==> config.mk <==
export PLATFORM = sky130hd
export DESIGN_NAME = mem_ctrl
export DESIGN_NICKNAME = d
export VERILOG_FILES = /design/src/rtl/mem_ctrl.sv
export SDC_FILE = /design/constraint.sdc
export NUM_CORES = 1
export LEC_CHECK = 0
export BUFFER_PORTS_ARGS = -buffer_cell sky130_fd_sc_hd__clkbuf_2
export CAP_MARGIN = 20
export CORE_MARGIN = 1
export CORE_UTILIZATION = 55
export DETAILED_ROUTE_END_ITERATION = 8
export GPL_ROUTABILITY_DRIVEN = 0
export HOLD_SLACK_MARGIN = 0.12
export PLACE_DENSITY = 0.89
export SKIP_LAST_GASP = 1
export SYNTH_ARGS = -nofsm -noshare
export SYNTH_HDL_FRONTEND = slang
export SYNTH_SLANG_ARGS = --single-unit
==> constraint.sdc <==
create_clock -name clk -period 3.1 [get_ports clk]
set_input_delay 0.155 -clock clk [delete_from_list [all_inputs] [get_ports clk]]
set_output_delay 0.155 -clock clk [all_outputs]
set_load 0.005 [all_outputs]
==> src/rtl/mem_ctrl.sv <==
// mem_ctrl: arbitrates IF-stage fetches and MEM-stage loads/stores onto a
// single byte-wide synchronous RAM port. Each word access takes four byte
// cycles. Read bytes are assembled little-endian into the owner's data register.
// Ports:
//   clk, rst                 rising-edge clock, synchronous active-high reset
//   if_re/if_addr            fetch request and byte address
//   if_data/if_busy/if_done  fetched word, busy flag, completion pulse
//   ls_re/ls_we/ls_addr      load/store request (store wins) and byte address
//   ls_sel/ls_wdata          store byte-enables and little-endian store data
//   ls_data/ls_busy/ls_done  loaded word, busy flag, completion pulse
//   ram_addr/ram_din/ram_we  RAM byte address, write data, write strobe
//   ram_dout                 RAM read data, valid one cycle after ram_addr
module mem_ctrl #(
   parameter int unsigned ADDR_W = 17
) (
   input  logic              clk,
   input  logic              rst,
   input  logic              if_re,
   input  logic [31:0]       if_addr,
   output logic [31:0]       if_data,
   output logic              if_busy,
   output logic              if_done,
   input  logic              ls_re,
   input  logic              ls_we,
   input  logic [31:0]       ls_addr,
   input  logic [3:0]        ls_sel,
   input  logic [31:0]       ls_wdata,
   output logic [31:0]       ls_data,
   output logic              ls_busy,
   output logic              ls_done,
   output logic [ADDR_W-1:0] ram_addr,
   input  logic [7:0]        ram_dout,
   output logic [7:0]        ram_din,
   output logic              ram_we
);

   localparam int unsigned WA_W = ADDR_W - 2;

   typedef enum logic [1:0] {
      S_IDLE  = 2'd0,
      S_READ  = 2'd1,
      S_WRITE = 2'd2,
      S_DONE  = 2'd3
   } state_t;

   state_t            state_q, state_d;
   logic [2:0]        cnt_q, cnt_d;
   logic              owner_ls_q, owner_ls_d;
   logic [WA_W-1:0]   base_q, base_d;
   logic [31:0]       wdata_q, wdata_d;
   logic [3:0]        sel_q, sel_d;
   logic              busy_q, busy_d;
   logic [31:0]       if_data_d, ls_data_d;
   logic [ADDR_W-1:0] ram_addr_d;
   logic [7:0]        ram_din_d;
   logic              ram_we_d, if_done_d, ls_done_d;
   logic [1:0]        byte_idx, nxt_idx;

   // Word-offset bits and bits above the RAM width are intentionally ignored.
   logic unused_addr_bits;
   assign unused_addr_bits = ^{if_addr[31:ADDR_W], if_addr[1:0],
                               ls_addr[31:ADDR_W], ls_addr[1:0]};

   assign if_busy = busy_q;
   assign ls_busy = busy_q;

   // State and registered outputs.
   always_ff @(posedge clk) begin
      if (rst) begin
         state_q    <= S_IDLE;
         cnt_q      <= 3'd0;
         owner_ls_q <= 1'b0;
         base_q     <= '0;
         wdata_q    <= 32'd0;
         sel_q      <= 4'd0;
         busy_q     <= 1'b0;
         if_data    <= 32'd0;
         ls_data    <= 32'd0;
         if_done    <= 1'b0;
         ls_done    <= 1'b0;
         ram_addr   <= '0;
         ram_din    <= 8'd0;
         ram_we     <= 1'b0;
      end else begin
         state_q    <= state_d;
         cnt_q      <= cnt_d;
         owner_ls_q <= owner_ls_d;
         base_q     <= base_d;
         wdata_q    <= wdata_d;
         sel_q      <= sel_d;
         busy_q     <= busy_d;
         if_data    <= if_data_d;
         ls_data    <= ls_data_d;
         if_done    <= if_done_d;
         ls_done    <= ls_done_d;
         ram_addr   <= ram_addr_d;
         ram_din    <= ram_din_d;
         ram_we     <= ram_we_d;
      end
   end

   // Next state and next output values. RAM port values are computed one
   // cycle ahead so the registered port shows base+cnt during cycle cnt.
   always_comb begin
      state_d    = state_q;
      cnt_d      = cnt_q;
      owner_ls_d = owner_ls_q;
      base_d     = base_q;
      wdata_d    = wdata_q;
      sel_d      = sel_q;
      busy_d     = 1'b0;
      if_data_d  = if_data;
      ls_data_d  = ls_data;
      if_done_d  = 1'b0;
      ls_done_d  = 1'b0;
      ram_addr_d = ram_addr;
      ram_din_d  = ram_din;
      ram_we_d   = 1'b0;
      byte_idx   = 2'(cnt_q - 3'd1);
      nxt_idx    = 2'(cnt_q + 3'd1);

      case (state_q)
         S_IDLE: begin
            if (ls_we) begin
               state_d    = S_WRITE;
               owner_ls_d = 1'b1;
               base_d     = ls_addr[ADDR_W-1:2];
               wdata_d    = ls_wdata;
               sel_d      = ls_sel;
               cnt_d      = 3'd0;
               busy_d     = 1'b1;
               ram_addr_d = {ls_addr[ADDR_W-1:2], 2'b00};
               ram_din_d  = ls_wdata[7:0];
               ram_we_d   = ls_sel[0];
            end else if (ls_re) begin
               state_d    = S_READ;
               owner_ls_d = 1'b1;
               base_d     = ls_addr[ADDR_W-1:2];
               cnt_d      = 3'd0;
               busy_d     = 1'b1;
               ram_addr_d = {ls_addr[ADDR_W-1:2], 2'b00};
            end else if (if_re) begin
               state_d    = S_READ;
               owner_ls_d = 1'b0;
               base_d     = if_addr[ADDR_W-1:2];
               cnt_d      = 3'd0;
               busy_d     = 1'b1;
               ram_addr_d = {if_addr[ADDR_W-1:2], 2'b00};
            end
         end

         S_READ: begin
            // ram_dout now carries the byte addressed in the previous cycle.
            if (cnt_q != 3'd0) begin
               if (owner_ls_q) ls_data_d[{byte_idx, 3'b000} +: 8] = ram_dout;
               else            if_data_d[{byte_idx, 3'b000} +: 8] = ram_dout;
            end
            if (cnt_q == 3'd4) begin
               state_d   = S_DONE;
               if_done_d = ~owner_ls_q;
               ls_done_d = owner_ls_q;
            end else begin
               cnt_d  = cnt_q + 3'd1;
               busy_d = 1'b1;
               if (cnt_q < 3'd3) ram_addr_d = {base_q, nxt_idx};
            end
         end

         S_WRITE: begin
            if (cnt_q == 3'd3) begin
               state_d   = S_DONE;
               if_done_d = ~owner_ls_q;
               ls_done_d = owner_ls_q;
            end else begin
               cnt_d      = cnt_q + 3'd1;
               busy_d     = 1'b1;
               ram_addr_d = {base_q, nxt_idx};
               ram_din_d  = wdata_q[{nxt_idx, 3'b000} +: 8];
               ram_we_d   = sel_q[nxt_idx];
            end
         end

         S_DONE: begin
            state_d = S_IDLE;
         end

         default: begin
            state_d = S_IDLE;
         end
      endcase
   end

endmodule
# Word level (Yosys, flattened, before mapping)
# Index checks and enable logic that the tools add are counted.
# Widths: inputs -> output; s select.
[word_totals]
regBits = 150
in_bits = 113
output_inout_bits = 94
elab_cells = 95
[op_classes]
n_addsub = 3
n_lt_le_gt_ge = 2
n_eq_ne = 12
shift = 3
mux = 47
n_bitwise = 1
reduce_logical = 13
[ops]
columns = ["cell", "n"]
rows = [
  ["$mux 17", 6],
  ["$bwmux 32", 2],
  ["$pmux 17 s3", 1],
  ["$mux 15", 3],
  ["$shift 8x7->32 const A", 1],
  ["$shiftx 32x6->8", 1],
  ["$shiftx 8x7->32", 1],
  ["$mux 8", 2],
  ["$pmux 8 s2", 1],
  ["$mux 1", 15],
  ["$mux 3", 5],
  ["$ne 2x2->1 const B", 6],
  ["$reduce_and 3->1", 4],
  ["$mux 2", 5],
  ["$pmux 3 s3", 1],
  ["$reduce_bool 3->1", 3],
  ["$pmux 2 s4", 1],
  ["$neg 5->7", 1],
  ["$pmux 1 s2", 3],
  ["$reduce_and 5->1", 1],
  ["$eq 2x2->1 const B", 2],
  ["$ne 4x4->1 const B", 1],
  ["$reduce_and 2->1", 2],
  ["$reduce_and 4->1", 1],
  ["12 further kinds", 12],
]

# Logic depth before layout (Yosys ltp)
# Gate-level depths: netlist of the first run.
[depth]
ltp_word = 5
ltp_mapped = 9
ltp_nobuf = 6

# Least setup slack after synthesis of the first run
# No wires, ideal clock.
[synth_timing]
kind = "reg2reg"
start = "reg cnt_q[0]"
end = "reg ls_data[24]"
t_arrival_ps = 1826
t_required_ps = 3030
path_slack_ps = 1204
path_stages_with_launch = 9
n_path_buf = 3
cell_sequence = "dfxtp_1 -> buf_6 -> inv_1 -> ha_1 -> buf_4 -> nor2_1 -> clkbuf_1 -> nand3_1 -> a21oi_1"
[synth_via]
elab_chain_len = 4
[synth_rtl]
columns = ["element", "line_no", "text"]
rows = [
  ["from (decl)", "47", "logic [2:0] cnt_q, cnt_d;"],
  ["from (signal assigned)", "86", "cnt_q <= cnt_d;"],
  ["$sub 2x1->2", "119", "byte_idx = 2'(cnt_q - 3'd1);"],
  ["$neg 5->7", "155", "if (owner_ls_q) ls_data_d[{byte_idx, 3'b000} +: 8] = ram_dout;"],
  ["$shiftx 8x7->32 / $shift 8x7->32 (equally long branches)", "155", ""],
  ["$bwmux 32", "155", ""],
  ["to (signal assigned)", "93", "ls_data <= ls_data_d;"],
  ["to (decl)", "28", "output logic [31:0] ls_data,"],
]
# Several ways; a longest one is shown, not always the timed one.
# A chain may end at the register's enable or synchronous reset.

# Worst setup path in the final report of the first run
[layout_timing]
start = "reg cnt_q[0]"
end = "reg ram_din[5]"
[layout_via]
elab_chain_len = 4
[layout_rtl]
columns = ["element", "line_no", "text"]
rows = [
  ["$add 3x1->3", "-", ""],
  ["$shiftx 32x6->8", "178", "ram_din_d = wdata_q[{nxt_idx, 3'b000} +: 8];"],
  ["$mux 8", "170", "if (cnt_q == 3'd3) begin"],
  ["$pmux 8 s2", "122", "case (state_q)"],
  ["to (signal assigned)", "97", "ram_din <= ram_din_d;"],
  ["to (decl)", "33", "output logic [7:0] ram_din,"],
]
# Several ways; a longest one is shown, not always the timed one. The select of a mux whose other input is x is not followed.

==> results of run 1 <==
==> logic make-up after synthesis <==
logic type / share of synthesized area
AND/OR/NAND/NOR: 0.186
adder cells (fa/ha/maj): 0.0193
flip-flops: 0.463
AO/OA/AOI/OAI: 0.174
multiplexers: 0.108
buffers and inverters: 0.0500
==> flip-flops by register name, summed over array words and instances (netlist names) <==
register and flops:
if_data 32, ls_data 32, wdata_q 32, ram_addr 17, base_q 15, ram_din 8
sel_q 4, cnt_q 3, state_q 2, if_busy 1, if_done 1, ls_done 1
owner_ls_q 1, ram_we 1
==> routing by layer <==
layer / GRT usage / wire length (um) / vias to the layer above
li1: - / - / 2929
met1: 0.364 / 7320 / 2944
met2: 0.501 / 8860 / 351
met3: 0.0708 / 1420 / 72
met4: 0.155 / 685 / 0
met5: 0 / 0 / -
==> worst min-delay path, stage by stage <==
cell,delay [ns]
clkbuf_2,0.08
mux2i_1,0.17
a211oi_1,0.10
==> power groups by stage <==
stage                     logic (mW)  registers [mW]  clock network, mW
after detailed placement        1.62            2.51                  0
final                           1.73            2.48               1.93
after CTS                       1.68            2.47               1.93
after global placement          1.58            2.50                  0
after floorplan                 1.22            2.46                  0
after global routing            1.90            2.51               2.04
==> Yosys cell counts <==
| library cell | number |
|---|---|
| nand2_1 | 116 |
| nand4_1 | 2 |
| and2_1 | 2 |
| nand4_2 | 2 |
| a21oi_1 | 70 |
| a31o_1 | 15 |
| buf_12 | 1 |
| mux4_1 | 1 |
| buf_2 | 12 |
| ha_1 | 10 |
| a211o_1 | 1 |
| o21ai_0 | 23 |
| nor2b_1 | 12 |
| buf_4 | 3 |
| o211ai_1 | 1 |
| nor4b_2 | 1 |
| nor2_4 | 1 |
| nand2b_1 | 13 |
| clkbuf_1 | 29 |
| a22oi_1 | 8 |
| a211oi_1 | 22 |
| inv_1 | 7 |
| nor2_1 | 78 |
| a211oi_2 | 11 |
| and4_1 | 1 |
| nand3_1 | 37 |
| a21o_1 | 10 |
| nand3_2 | 2 |
| buf_6 | 4 |
| dfxtp_1 | 150 |
| a32oi_1 | 8 |
| nor3_1 | 1 |
| buf_1 | 11 |
| mux2i_1 | 66 |
| o31a_1 | 1 |
| mux2_2 | 1 |
| and3_1 | 4 |
==> area by class of cell <==
type / count / area, um2 / area share
clock buffers: 20 / 447 / 0.0538
diodes: 1 / 2.50 / 0.000301
clock inverters: 12 / 103 / 0.0124
flip-flops and latches: 150 / 3000 / 0.362
well taps: 143 / 179 / 0.0215
inverters: 7 / 26.3 / 0.00316
repair buffers: 227 / 1390 / 0.167
multi-input cells: 520 / 3160 / 0.380
==> stage by stage <==
step / std cells / utilization / power, mW / hold WS, ns / area, um2
2_1_floorplan: 737 / - / 3.68 / 0.291 / 6480
3_3_place_gp: 1003 / 0.638 / 4.07 / 0.379 / 7310
3_5_place_dp: 1003 / 0.638 / 4.13 / 0.387 / 7310
4_1_cts: 1079 / 0.724 / 6.09 / 0.136 / 8300
5_1_grt: 1080 / 0.724 / 6.45 / 0.148 / 8300
6_report: 1080 / 0.724 / 6.14 / 0.143 / 8300
==> worst paths after layout <==
kind | startpoint | to | slack, ns | cells after the start
setup / recovery | cnt_q[0]$_SDFFE_PP0P_ | ram_din[5]$_SDFFE_PP0P_ | 0.66 | 7
hold reg to reg | wdata_q[7]$_SDFFE_PP0P_ | wdata_q[7]$_SDFFE_PP0P_ | 0.45 | 2
hold / removal | ls_addr[2] | base_q[0]$_SDFFE_PP0P_ | 0.14 | 3
setup reg to reg | cnt_q[0]$_SDFFE_PP0P_ | ram_din[5]$_SDFFE_PP0P_ | 0.66 | 7
==> timing repair <==
| item | 4_1_cts | 5_1_grt |
|---|---|---|
| resized for setup | 0 | 0 |
| hold endpoints to repair | 53 | 0 |
| hold buffers | 44 | 0 |
==> impl_metrics.sql, run 1 <==
INSERT INTO impl_metrics (metric_group, metric, value, unit) VALUES
('drt', 'dr.first_iter.drc_count', '662', ''),
('clocking', 'cts.clk_slew.worst_paths', '0.06', 'ns'),
('drt', 'route.detailed.vias_per_inst', '5.83', ''),
('synth', 'mappedNetlistNets', '860', ''),
('cells_and_area', 'mostFrequentLayoutCell', 'clkbuf_2', ''),
('floorplanning', 'initial_cell_density_of_the_core', '0.566', ''),
('pwr', 'sequentialPowerShare', '0.404', ''),
('pwr', 'swShare', '0.334', ''),
('cells_and_area', 'area.growth.synth_to_final', '28.1', '%'),
('outcome', 'outcome', 'finished, final reports clean', ''),
('floorplanning', 'core-area', '11500', 'um2'),
('synth', 'synth_warnings', '0', ''),
('clocking', 'clock_latency', '0.41', 'ns'),
('cells_and_area', 'fillCellCount', '790', ''),
('synth', 'synth_top_cells_by_area', 'dfxtp_1 46%, mux2i_1 10%, nand2_1 6.7%', ''),
('clocking', 'clock_sinks', '150', ''),
('cells_and_area', 'layout-drive-gt1-share', '0.247', ''),
('synth', 'netlist.area_leader.share', '0.463', ''),
('drt', 'final_antenna_net_count', '0', ''),
('synth', 'post_synth_instance_area', '6480', 'um2'),
('pwr', 'irDropWorstVdd', '0.425', 'mV'),
('critical_path', 'timing.critical_path.arrival', '2.71', 'ns'),
('placed_design', 'dp_worst_setup_slack', '0.830', 'ns'),
('pwr', 'power.share.clock', '0.314', ''),
('clocking', 'post-cts-setup-buffers', '0', ''),
('floorplanning', 'num_rows', '39', ''),
('pwr', 'power_density', '739', 'nW/um2'),
('synth', 'netlist-cell-type-count', '37', ''),
('critical_path', 'criticalPathCategory', 'register to register', ''),
('global_routing', 'grtUsageTotal', '0.302', ''),
('clocking', 'tritoncts', 'yes', ''),
('placed_design', 'detailedPlacementHpwl', '10700', 'um'),
('clocking', 'ctsRootBufferMaster', 'clkbuf_16', ''),
('floorplanning', 'die-area', '12200', 'um2'),
('global_routing', 'grt_antenna_before_repair', '1', ''),
('pwr', 'power_leakage', '3.74', 'nW'),
('sta', 'timing.fmax', '0.410', 'GHz'),
('sta', 'tns', '0', 'ns'),
('sta', 'finalCritPeriodShare', '0.786', ''),
('critical_path', 'critical-path-top-delay-family', 'flip-flops', ''),
('drt', 'wl', '18300', 'um'),
('drt', 'wl_per_cell', '16.9', 'um'),
('pwr', 'switchingPower', '2.05', 'mW'),
('global_routing', 'largest_net_degree_at_the_start_of_global_routing', '69', ''),
('clocking', 'h-tree-depth', '4', ''),
('clocking', 'cts-root-to-sink-buffers', '2', ''),
('pwr', 'pwr-share-comb', '0.281', ''),
('synth', 'synth-seq-area-share', '0.463', ''),
('global_routing', 'gr_ovfl_total', '0', ''),
('critical_path', 'crit_path_cell_trace', 'inv_1 -> ha_1 -> buf_4 -> mux2i_1 -> a22oi_1 -> a32oi_1 -> nor2_1', ''),
('critical_path', 'slowest_stage', 'dfxtp_1', ''),
('sta', 'fin_skew', '0.00870', 'ns'),
('critical_path', 'critical_path.max_stage_delay', '0.61', 'ns'),
('critical_path', 'critical_path_buf_inv_count', '2', ''),
('clocking', 'cts_made_buffers', '17', ''),
('drt', 'post-route-drc-count', '0', ''),
('sta', 'hold_viol_final', '0', ''),
('cells_and_area', 'layout.nets', '1046', ''),
('hold_path', 'hp-class', 'input pin to register', ''),
('sta', 'rsz_0062_raised_after_global_routing', 'no', ''),
('global_routing', 'grt_pass1_wl', '29900', 'um'),
('flow_run', 'number_of_max_cap_violations', '0', ''),
('floorplanning', 'dieHeight', '111', 'um'),
('synth', 'synth-seq-cells', '150', ''),
('critical_path', 'startpoint_types', 'register', ''),
('critical_path', 'crit_required', '3.37', 'ns'),
('global_routing', 'grt_pass1_vias', '6179', ''),
('synth', 'synth_top_cell_by_area', 'dfxtp_1', ''),
('pwr', 'cell_internal_pwr', '4.08', 'mW'),
('drt', 'dr.pass1.iters', '5', ''),
('sta', 'tightestPinTransition', '0.904', 'ns'),
('sta', 'slew_viol_final', '0', ''),
('sta', 'worst_slack', '0.663', 'ns'),
('sta', 'maxSlewHeadroom', '0.395', ''),
('synth', 'netlist_instances', '737', ''),
('critical_path', 'endpoint_kind', 'register', ''),
('synth', 'syn-mean-instance-area', '8.80', 'um2'),
('floorplanning', 'die-width', '111', 'um'),
('placed_design', 'count_of_port_buffers_added_during_placement', '172', ''),
('cells_and_area', 'layout_common_cells', '171 x clkbuf_2, 150 x dfxtp_1, 116 x nand2_1', ''),
('floorplanning', 'ioPinCount', '207', ''),
('critical_path', 'crit_path_max_fanout', '17', ''),
('sta', 'setup-violations-final', '0', ''),
('sta', 'fin_crit', '2.44', 'ns'),
('drt', 'routed-via-count', '6296', '');
Power figures use the tool's default switching activity.
==> run 2: changes to the inputs <==
- CORE_UTILIZATION: 55 -> 51
- PLACE_DENSITY: 0.89 -> 0.84
- clock period: 3.1 -> 2.4 ns (I/O delays scaled with it)
==> impl_metrics.sql, run 2 (synthesis gave the netlist of run 1 again) <==
INSERT INTO impl_metrics (metric_group, metric, value, unit) VALUES
('clocking', 'clock_latency', '0.43', 'ns'),
('drt', 'dr.first_iter.drc_count', '478', ''),
('cells_and_area', 'antennaDiodeCount', '0', ''),
('drt', 'wl', '17500', 'um'),
('drt', 'post-route-drc-count', '0', ''),
('cells_and_area', 'layout-drive-gt1-share', '0.247', ''),
('cells_and_area', 'area.growth.synth_to_final', '32.5', '%'),
('sta', 'tightestPinTransition', '0.737', 'ns'),
('cells_and_area', 'layout_common_cells', '171 x clkbuf_2, 150 x dfxtp_1, 116 x nand2_1', ''),
('clocking', 'cts-root-to-sink-buffers', '2', ''),
('pwr', 'power_density', '973', 'nW/um2'),
('clocking', 'cts_made_buffers', '17', ''),
('sta', 'tns', '0', 'ns'),
('floorplanning', 'dieHeight', '115', 'um'),
('critical_path', 'crit_required', '2.73', 'ns'),
('sta', 'slew_viol_final', '0', ''),
('clocking', 'ctsRootBufferMaster', 'clkbuf_16', ''),
('critical_path', 'timing.rr.start', 'cnt_q[0]$_SDFFE_PP0P_', ''),
('sta', 'timing.fmax', '0.467', 'GHz'),
('floorplanning', 'die-area', '13200', 'um2'),
('placed_design', 'dp_worst_setup_slack', '0.258', 'ns'),
('sta', 'rsz_0062_raised_after_global_routing', 'no', ''),
('drt', 'dr.pass1.iters', '4', ''),
('pwr', 'sequentialPowerShare', '0.382', ''),
('global_routing', 'grtUsageTotal', '0.271', ''),
('placed_design', 'count_of_port_buffers_added_during_placement', '172', ''),
('pwr', 'power.share.clock', '0.344', ''),
('critical_path', 'reg2reg_slack', '0.26', 'ns'),
('sta', 'worst_slack', '0.257', 'ns'),
('sta', 'fin_skew', '0.00750', 'ns'),
('placed_design', 'detailedPlacementHpwl', '10700', 'um'),
('drt', 'route.detailed.vias_per_inst', '5.39', ''),
('global_routing', 'grt_pass1_wl', '27700', 'um'),
('critical_path', 'crit_path_max_fanout', '17', ''),
('floorplanning', 'die-width', '115', 'um'),
('outcome', 'outcome', 'finished, final reports clean', ''),
('critical_path', 'timing.critical_path.arrival', '2.48', 'ns'),
('cells_and_area', 'layout.nets', '1062', ''),
('pwr', 'switchingPower', '2.58', 'mW'),
('critical_path', 'r2r.worst_path.cells', '5', ''),
('drt', 'wl_per_cell', '15.7', 'um'),
('global_routing', 'gr_ovfl_total', '0', ''),
('drt', 'final_antenna_net_count', '0', ''),
('sta', 'finalCritPeriodShare', '0.893', ''),
('pwr', 'pwr-share-comb', '0.274', ''),
('critical_path', 'crit_end', 'ls_data[4]$_SDFFE_PP0P_', ''),
('sta', 'maxSlewHeadroom', '0.507', ''),
('cells_and_area', 'largestRegisters', 'if_data x32, ls_data x32, wdata_q x32', ''),
('drt', 'routed-via-count', '6024', ''),
('floorplanning', 'core-area', '12200', 'um2'),
('global_routing', 'grt_pass1_vias', '5820', ''),
('pwr', 'swShare', '0.308', ''),
('critical_path', 'startpoint_types', 'register', ''),
('clocking', 'h-tree-depth', '4', ''),
('critical_path', 'endpoint_kind', 'register', ''),
('flow_run', 'number_of_max_cap_violations', '0', ''),
('sta', 'fin_crit', '2.14', 'ns'),
('pwr', 'irDropWorstVdd', '0.628', 'mV'),
('pwr', 'power_leakage', '3.86', 'nW'),
('clocking', 'cts.clk_slew.worst_paths', '0.06', 'ns'),
('cells_and_area', 'mostFrequentLayoutCell', 'clkbuf_2', ''),
('floorplanning', 'num_rows', '40', ''),
('critical_path', 'r2r_end', 'ls_data[4]$_SDFFE_PP0P_', ''),
('pwr', 'cell_internal_pwr', '5.78', 'mW'),
('hold_path', 'hp-class', 'input pin to register', ''),
('critical_path', 'criticalPathCategory', 'register to register', ''),
('clocking', 'clock_sinks', '150', ''),
('critical_path', 'first_element_of_the_critical_path', 'cnt_q[0]$_SDFFE_PP0P_', ''),
('floorplanning', 'ioPinCount', '207', ''),
('sta', 'hold_viol_final', '0', ''),
('clocking', 'tritoncts', 'yes', ''),
('global_routing', 'grt_antenna_before_repair', '0', ''),
('global_routing', 'largest_net_degree_at_the_start_of_global_routing', '52', ''),
('sta', 'setup-violations-final', '0', ''),
('floorplanning', 'initial_cell_density_of_the_core', '0.531', '');
## run 2: changes by cell type in the layout (fill, tap and decap cells not counted), sizes merged, moves of 2 or more
cell	before	now
clkinvlp	4	2
buf	12	17
inv	9	7
dlygate4sd3	44	55
clkinv	5	2
bufinv	1	5
## run 2: through the flow
stage	instances	area (um2)	power [mW]	util	hold slack, ns
5_1_grt	1118	8590	8.78	0.704	0.147
4_1_cts	1118	8590	8.36	0.704	0.122
3_3_place_gp	1033	7410	5.36	0.606	0.345
2_1_floorplan	737	6480	4.75	-	0.256
6_report	1118	8590	8.36	0.704	0.132
3_5_place_dp	1033	7410	5.40	0.606	0.350
## run 2: layout make-up
cell class                 instances  area [um2]
fill                             974        3620
multi-input combinational        520        3160
sequential                       150        3000
timing repair buffer             243        1560
clock buffer                      21         460
tap                              168         210
clock inverter                     9         175
inverter                           7        26.3
## run 2: worst max-delay path: stages (launching register included)
cell	delay [ns]
dfxtp_1	0.50
buf_4	0.21
ha_1	0.50
and3_2	0.48
nand3_1	0.16
a21oi_1	0.20
## run 2: worst min-delay path by stage
stage	from	to	slack, ns	cells past startpoint
floorplan	ls_sel[1]	sel_q[1]$_SDFFE_PP0P_	0.26	2
global placement	ls_wdata[20]	wdata_q[20]$_SDFFE_PP0P_	0.35	3
detailed placement	ls_wdata[20]	wdata_q[20]$_SDFFE_PP0P_	0.35	3
CTS	ls_addr[7]	base_q[5]$_SDFFE_PP0P_	0.12	3
global route	ls_addr[11]	base_q[9]$_SDFFE_PP0P_	0.15	3
finish	ls_addr[7]	base_q[5]$_SDFFE_PP0P_	0.13	3
## run 2: routing by layer
layer  track usage  vias to the layer above  part of all wire
met5             0                        -                 0
met1         0.330                     2812              0.43
met3        0.0669                       40             0.059
met2         0.457                      217              0.49
met4         0.115                        0             0.026
li1              -                     2955                 -
## run 2: power by group through the flow
stage | sequential (mW) | combinational [mW] | clock (mW)
5_1_grt | 3.24 | 2.52 | 3.01
3_3_place_gp | 3.22 | 2.14 | 0
6_report | 3.19 | 2.29 | 2.88
2_1_floorplan | 3.17 | 1.58 | 0
3_5_place_dp | 3.23 | 2.17 | 0
4_1_cts | 3.19 | 2.27 | 2.91
## run 2: timing repair
item | CTS | global route
setup buffers | 0 | 0
hold buffers | 55 | 0
hold endpoints to repair | 68 | 0
resized for setup | 0 | 1
setup endpoints to repair | 0 | 3
